===== src/rtl/intr_request_ctrl.sv =====
// Interrupt requester: synchronises and edge-detects irq lines into a pending register,
// issues one request at a time to the control unit and follows the ISR via in_service.
module intr_request_ctrl #(
   parameter int                 NUM_SRC     = 4,
   parameter int                 SYNC_STAGES = 2,
   parameter logic [NUM_SRC-1:0] MASK_RST    = 4'hF
) (
   input  logic                       clk,
   input  logic                       rst,
   input  logic [NUM_SRC-1:0]         irq_in,
   input  logic                       mask_we,
   input  logic [NUM_SRC-1:0]         mask_wdata,
   input  logic                       int_clr,
   input  logic                       in_service,
   output logic                       intr,
   output logic [$clog2(NUM_SRC)-1:0] irq_id,
   output logic [NUM_SRC-1:0]         pending,
   output logic [NUM_SRC-1:0]         mask,
   output logic                       busy,
   output logic [1:0]                 state_dbg
);

   localparam int ID_W = $clog2(NUM_SRC);

   // Handshake: intr stays high from IDLE->REQ until the cycle int_clr is seen in REQ;
   // in_service high moves WAIT->SERV, in_service low (RTI) moves SERV->IDLE.
   typedef enum logic [1:0] {IDLE, REQ, WAIT, SERV} state_t;

   state_t              state_q, state_d;
   logic [NUM_SRC-1:0]  sync_q [SYNC_STAGES];
   logic [NUM_SRC-1:0]  sync_d;
   logic [NUM_SRC-1:0]  irq_evt;
   logic [NUM_SRC-1:0]  elig;
   logic [NUM_SRC-1:0]  clr_vec;
   logic [ID_W-1:0]     win_id;
   logic                win_vld;

   always_ff @(posedge clk) begin
      if (!rst) begin
         for (int i = 0; i < SYNC_STAGES; i++) sync_q[i] <= '0;
      end else begin
         sync_q[0] <= irq_in;
         for (int i = 1; i < SYNC_STAGES; i++) sync_q[i] <= sync_q[i-1];
      end
   end

   assign irq_evt = sync_q[SYNC_STAGES-1] & ~sync_d;
   assign elig    = pending & mask;

   // Fixed priority: lowest eligible index wins.
   always_comb begin
      win_id  = '0;
      win_vld = 1'b0;
      for (int i = NUM_SRC - 1; i >= 0; i--) begin
         if (elig[i]) begin
            win_id  = ID_W'(i);
            win_vld = 1'b1;
         end
      end
   end

   always_comb begin
      state_d = state_q;
      clr_vec = '0;
      case (state_q)
         IDLE: if (win_vld && !in_service) state_d = REQ;
         REQ: begin
            if (int_clr) begin
               state_d         = WAIT;
               clr_vec[irq_id] = 1'b1;
            end
         end
         WAIT: if (in_service) state_d = SERV;
         SERV: if (!in_service) state_d = IDLE;
         default: state_d = IDLE;
      endcase
   end

   always_ff @(posedge clk) begin
      if (!rst) begin
         state_q <= IDLE;
         intr    <= 1'b0;
         irq_id  <= '0;
         pending <= '0;
         mask    <= MASK_RST;
         sync_d  <= '0;
      end else begin
         state_q <= state_d;
         intr    <= (state_d == REQ);
         if (state_q == IDLE && state_d == REQ) irq_id <= win_id;
         // A fresh edge in the clearing cycle re-sets the bit being retired.
         pending <= (pending & ~clr_vec) | irq_evt;
         if (mask_we) mask <= mask_wdata;
         sync_d  <= sync_q[SYNC_STAGES-1];
      end
   end

   assign busy      = (state_q != IDLE);
   assign state_dbg = state_q;

endmodule


===== config.mk =====
export PLATFORM = sky130hd
export DESIGN_NAME = intr_request_ctrl
export DESIGN_NICKNAME = d
export VERILOG_FILES = /design/src/rtl/intr_request_ctrl.sv
export SDC_FILE = /design/constraint.sdc
export NUM_CORES = 1
export LEC_CHECK = 0
export BUFFER_PORTS_ARGS = -buffer_cell sky130_fd_sc_hd__buf_2
export CORE_MARGIN = 10
export CORE_UTILIZATION = 50
export CTS_BUF_LIST = sky130_fd_sc_hd__clkbuf_2 sky130_fd_sc_hd__clkbuf_4 sky130_fd_sc_hd__clkbuf_8
export CTS_CLUSTER_SIZE = 14
export DETAILED_ROUTE_END_ITERATION = 7
export GPL_TIMING_DRIVEN = 0
export PLACE_DENSITY_LB_ADDON = 0.15
export SYNTH_ARGS = -nofsm -noshare
export SYNTH_HDL_FRONTEND = slang
export SYNTH_SLANG_ARGS = --single-unit

===== constraint.sdc =====
create_clock -name clk -period 1.8 [get_ports clk]
set_clock_uncertainty 0.2 [all_clocks]
set_input_delay 0.27 -clock clk [delete_from_list [all_inputs] [get_ports clk]]
set_output_delay 0.27 -clock clk [all_outputs]
set_load 0.02 [all_outputs]

==> results of run 1 <==
[layout make-up]
| type | count | area (sq um) | share of cell area |
|---|---|---|---|
| Clock buffer | 3 | 22.5 | 0.0196 |
| Timing Repair Buffer | 33 | 205 | 0.178 |
| Clock inverter | 1 | 5.00 | 0.00435 |
| Inverter | 2 | 7.51 | 0.00652 |
| Tap cell | 25 | 31.3 | 0.0272 |
| Buffer | 3 | 18.8 | 0.0163 |
| Multi-Input combinational cell | 59 | 360 | 0.313 |
| Sequential cell | 25 | 500 | 0.435 |
[state kept, by name (all words and copies together) (netlist names)]
name       count
irq_id         2
state_dbg      2
pending        4
sync_d         4
mask           4
sync_q         8
intr           1
[per-stage QoR]
stage / hold WS [ns] / util / instances
4_1_cts: 0.0493 / 0.674 / 151
3_3_place_gp: 0.215 / 0.611 / 139
6_report: 0.0609 / 0.674 / 151
3_5_place_dp: 0.222 / 0.611 / 139
2_1_floorplan: 0.197 / - / 89
5_1_grt: 0.0644 / 0.674 / 151
[critical path, cell delays in order (launching register included)]
cell and delay [ns]:
dfxtp_1 0.38, or2_1 0.25, buf_2 0.16
[layout by cell type, fill, tap and decap left out, drive strengths merged]
| cell | count |
|---|---|
| buf | 26 |
| dfxtp | 25 |
| and2 | 12 |
| nand2 | 8 |
| dlygate4sd3 | 8 |
| o21ai | 6 |
| nand3 | 5 |
| clkbuf | 5 |
| mux2i | 4 |
| nor2 | 4 |
| nor2b | 4 |
| inv | 2 |
| a21boi | 2 |
| a22oi | 2 |
| a21oi | 2 |
| or2 | 1 |
| a211oi | 1 |
| a211o | 1 |
| a32o | 1 |
| nand2b | 1 |
| and3b | 1 |
| a31oi | 1 |
| nor4 | 1 |
| nor3b | 1 |
| nand4bb | 1 |
| clkinv | 1 |
[timing repair]
action | 4_1_cts | 5_1_grt
buffers inserted | 0 | 0
hold buffers | 8 | 0
hold endpoints to repair | 8 | 0
[per-layer routing]
layer,global-route usage,vias up,part of all wire
li1,-,375,-
met1,0.106,329,0.47
met2,0.164,20,0.46
met3,0.0376,5,0.054
met4,0.0429,0,0.016
met5,0,-,0
[worst paths after layout]
path                           startpoint                      end  depth (start not counted)
hold / removal                        rst    pending[1]$_SDFF_PN0_                          3
setup reg to reg  state_dbg[0]$_SDFF_PN0_   irq_id[1]$_SDFFE_PN0P_                          4
setup / recovery  state_dbg[0]$_SDFF_PN0_                     busy                          2
hold reg to reg   sync_q[0][2]$_SDFF_PN0_  sync_q[0][6]$_SDFF_PN0_                          1
[cell families (layout without fill, tap and decap cells)]
kind of cell           count (synthesis)  count (layout)  share of synthesized area
and+or+nand+nor                       39              39                      0.245
buffers and inverters                  5              42                     0.0296
DFF                                   25              25                      0.564
muxes                                  4               4                     0.0451
AOI/OAI and AO/OA                     16              16                      0.116
[power by group]
part | internal, mW | total [mW] | leakage [nW] | switching [mW]
clock network | 0.0830 | 0.243 | 0.0177 | 0.160
registers | 0.581 | 0.600 | 0.205 | 0.0195
logic | 0.0669 | 0.141 | 0.286 | 0.0742
==> flow_summary.yaml, run 1 <==
run_status:
  outcome: "complete, no violations"
hold_path:
  hold_class: "in2reg"
yosys:
  synthTopCellsByCount: "25 x dfxtp_1, 12 x and2_1, 8 x nand2_1"
  synth_edf_count: 0
  syn_inst: 89
  synthFlopType: "dfxtp_1"
  syn_area_per_cell_sq_um: 9.97
  synth_seq_cells: 25
  yosys.area.top_type_share: 0.564
  async_flop_share: 0
  synth_area_leaders: "dfxtp_1 56%, and2_1 8.5%, mux2i_1 4.5%"
  syn_nets: 102
  seq_area_frac_synth: 0.564
  yosys.area.top_type: "dfxtp_1"
  netlist_area_sq_um: 887
  yosys.cell_count.top_type: "dfxtp_1"
  yosys_warnings: 0
  synth_cell_type_count: 24
power_and_ir_drop:
  power_mw: 0.984
  ir_drop_mv: 0.568
  p_leak_nw: 0.509
  p_per_area_mw_per_mm2: 855
cts:
  htreeDepth: 1
  root_buffer: "clkbuf_4"
  cts_tree: "yes"
  clk_transition_reported_paths_ns: 0.13
  cts-resized-gates: 0
  clock_sinks: 25
  clockBufferDepth: 2
  clock_latency_ns: 0.31
  numCtsBuffers: 3
sta:
  setup_slack_ns: 0.233
  rsz0062_at_grt: "false"
  clock.fmax_mhz: 638
  setup-violations-final: 0
  min_period_over_period: 0.870
  final-max-slew-violation-count: 0
  worst_pin_slew_ns: 0.365
  fin_crit_ns: 1.57
  hold_viol_final: 0
  fin_tns_setup_ns: 0
  slew_headroom: 0.757
cells_and_area:
  area_growth_pct: 29.8
  drive_above_1_share: 0.246
  final_cell_area_sq_mm: 0.00115
  diodes: 0
  num-fill-cells: 152
  fin_nets: 140
route:
  vias_per_cell: 4.83
  vias: 729
  antenna_left: 0
  wl_per_cell_um: 12.4
  postRouteWirelength_um: 1880
  drt_pass1_iterations: 4
  drc_errors: 0
  first_iter_violations: 5
global_route:
  track_usage: 0.0977
  grt.overflow.total: 0
  grt_antenna_before_repair: 0
  grt_pass1_wl_um: 3160
  grt_max_degree: 15
  grt_pass1_vias: 726
die:
  row_count: 15
  start_util: 0.519
  die_y_um: 62.1
  core_sq_mm: 0.00171
  die_w_um: 62.1
  io_pins: 27
  die_area_sq_mm: 0.00386
setup_path:
  worstSetupPathType: "reg2out"
  cp.required_ns: 1.33
  worstSetupEndpointType: "primary output"
  rrSetupSlack_ns: 0.39
  arrival_ns: 1.10
  start_kind: "flop"
  critPathMaxFanout: 6
placement:
  dpl-instance-area_sq_mm: 0.00104
  port_buffers: 25
  dpl_worst_slack_ns: 0.433
  gp_congestion: 0.801
  hpwl_um: 1360
flow_run:
  drv_cap: 0
(Power assumes the default switching activity.)
==> inputs of run 2 (changes only) <==
==> constraint.sdc (replaced) <==
create_clock -name clk -period 1.8 [get_ports clk]
set_clock_uncertainty 0.2 [all_clocks]
set_input_delay 0.36 -clock clk [delete_from_list [all_inputs] [get_ports clk]]
set_output_delay 0.36 -clock clk [all_outputs]
set_load 0.02 [all_outputs]
==> run 2 against run 1 <==
  * Maximum frequency shrank 5.4%
  * Utilization down 4.7 points
  * Worst hold slack worse by 0.016 ns
  * Power fell by 1.6%
  * Global-route usage decreased by 0.37 points
  * Sequential cell count unchanged
  * Combinational power is 9.9% lower
  * Critical path type unchanged
  * Critical endpoint unchanged
==> flow_summary.yaml, run 2 (synthesis gave the netlist of run 1 again) <==
global_route:
  grt_pass1_wl_um: 3040
  grt_max_degree: 15
  grt.overflow.total: 0
  grt_pass1_vias: 694
  grt_antenna_before_repair: 0
  track_usage: 0.0940
flow_run:
  drv_cap: 0
sta:
  worst_pin_slew_ns: 0.363
  hold_viol_final: 0
  slew_headroom: 0.758
  setup-violations-final: 0
  min_period_over_period: 0.920
  fin_crit_ns: 1.66
  rsz0062_at_grt: "false"
  clock.fmax_mhz: 604
  final-max-slew-violation-count: 0
  fin_tns_setup_ns: 0
  hold_ws_ns: 0.0449
cells_and_area:
  area_growth_pct: 20.7
  largest_reg_flops: 8
  num-fill-cells: 160
  top_register: "sync_q"
  drive_above_1_share: 0.263
  final_core_util: 0.627
  final_cell_area_sq_mm: 0.00107
  fin_nets: 132
  final_cell_mix: "25 x buf_2, 25 x dfxtp_1, 12 x and2_1, 8 x nand2_1, 6 x o21ai_0"
  diodes: 0
power_and_ir_drop:
  ir_drop_mv: 0.566
  p_per_area_mw_per_mm2: 905
  p_leak_nw: 0.475
cts:
  root_buffer: "clkbuf_4"
  hold_buffers: 0
  cts_setup_buffers: 0
  cts_tree: "yes"
  numCtsBuffers: 3
  clk_transition_reported_paths_ns: 0.13
  htreeDepth: 1
  clockBufferDepth: 2
  clock_sinks: 25
  cts-resized-gates: 0
  clock_latency_ns: 0.31
die:
  die_w_um: 62.1
  core_sq_mm: 0.00171
  row_count: 15
  io_pins: 27
  die_y_um: 62.1
  start_util: 0.519
  die_area_sq_mm: 0.00386
route:
  postRouteWirelength_um: 1780
  first_iter_violations: 8
  drc_errors: 0
  wl_per_cell_um: 12.4
  vias: 696
  drt_pass1_iterations: 4
  vias_per_cell: 4.87
  antenna_left: 0
placement:
  gp_congestion: 0.801
  hpwl_um: 1360
  dpl-instance-area_sq_mm: 0.00104
  port_buffers: 25
run_status:
  outcome: "complete, no violations"
setup_path:
  cp.required_ns: 1.24
  critPathMaxFanout: 6
  worstSetupEndpointType: "primary output"
  arrival_ns: 1.10
  worstSetupPathType: "reg2out"
  start_kind: "flop"
hold_path:
  hold_class: "in2reg"
[run 2: area by class of cell]
class / instances / area (sq um) / share of cell area
buffer: 3 / 18.8 / 0.0175
clock buffer: 3 / 22.5 / 0.0210
clock inverter: 1 / 5.00 / 0.00467
inverter: 2 / 7.51 / 0.00701
multi-input combinational: 59 / 360 / 0.336
sequential: 25 / 500 / 0.467
tap: 25 / 31.3 / 0.0292
timing repair buffer: 25 / 125 / 0.117
[run 2: per-layer routing]
layer  vias up  global-route usage  wire, um
li1        360                   -         -
met1       308               0.106       870
met2        23               0.154       789
met3         5              0.0341        90
met4         0              0.0429        30
met5         -                   0         0
[run 2: path summary, 6_finish.rpt]
kind / from / end / slack, ns / cells after the start
min reg2reg: sync_q[0][2]$_SDFF_PN0_ / sync_q[0][6]$_SDFF_PN0_ / 0.25 / 1
min: irq_in[1] / sync_q[0][1]$_SDFF_PN0_ / 0.04 / 2
max reg2reg: state_dbg[0]$_SDFF_PN0_ / irq_id[1]$_SDFFE_PN0P_ / 0.39 / 4
max: state_dbg[0]$_SDFF_PN0_ / busy / 0.14 / 2
[run 2: power by group]
part           leakage (nW)  total (mW)  internal [mW]  switching, mW
Clock                0.0177       0.241         0.0830          0.158
Sequential            0.205       0.601          0.581         0.0196
Combinational         0.252       0.127         0.0556         0.0714
[run 2: stage by stage]
| stage | total power, mW | setup WS, ns | std cells |
|---|---|---|---|
| floorplan | 0.692 | 0.290 | 89 |
| global placement | 0.738 | 0.386 | 139 |
| detailed placement | 0.741 | 0.375 | 139 |
| CTS | 0.983 | 0.132 | 143 |
| global route | 1.02 | 0.0742 | 143 |
| finish | 0.969 | 0.144 | 143 |
[run 2: critical path, cell delays in order (launching register included)]
cell     delay [ns]
dfxtp_1        0.38
or2_1          0.25
buf_2          0.16
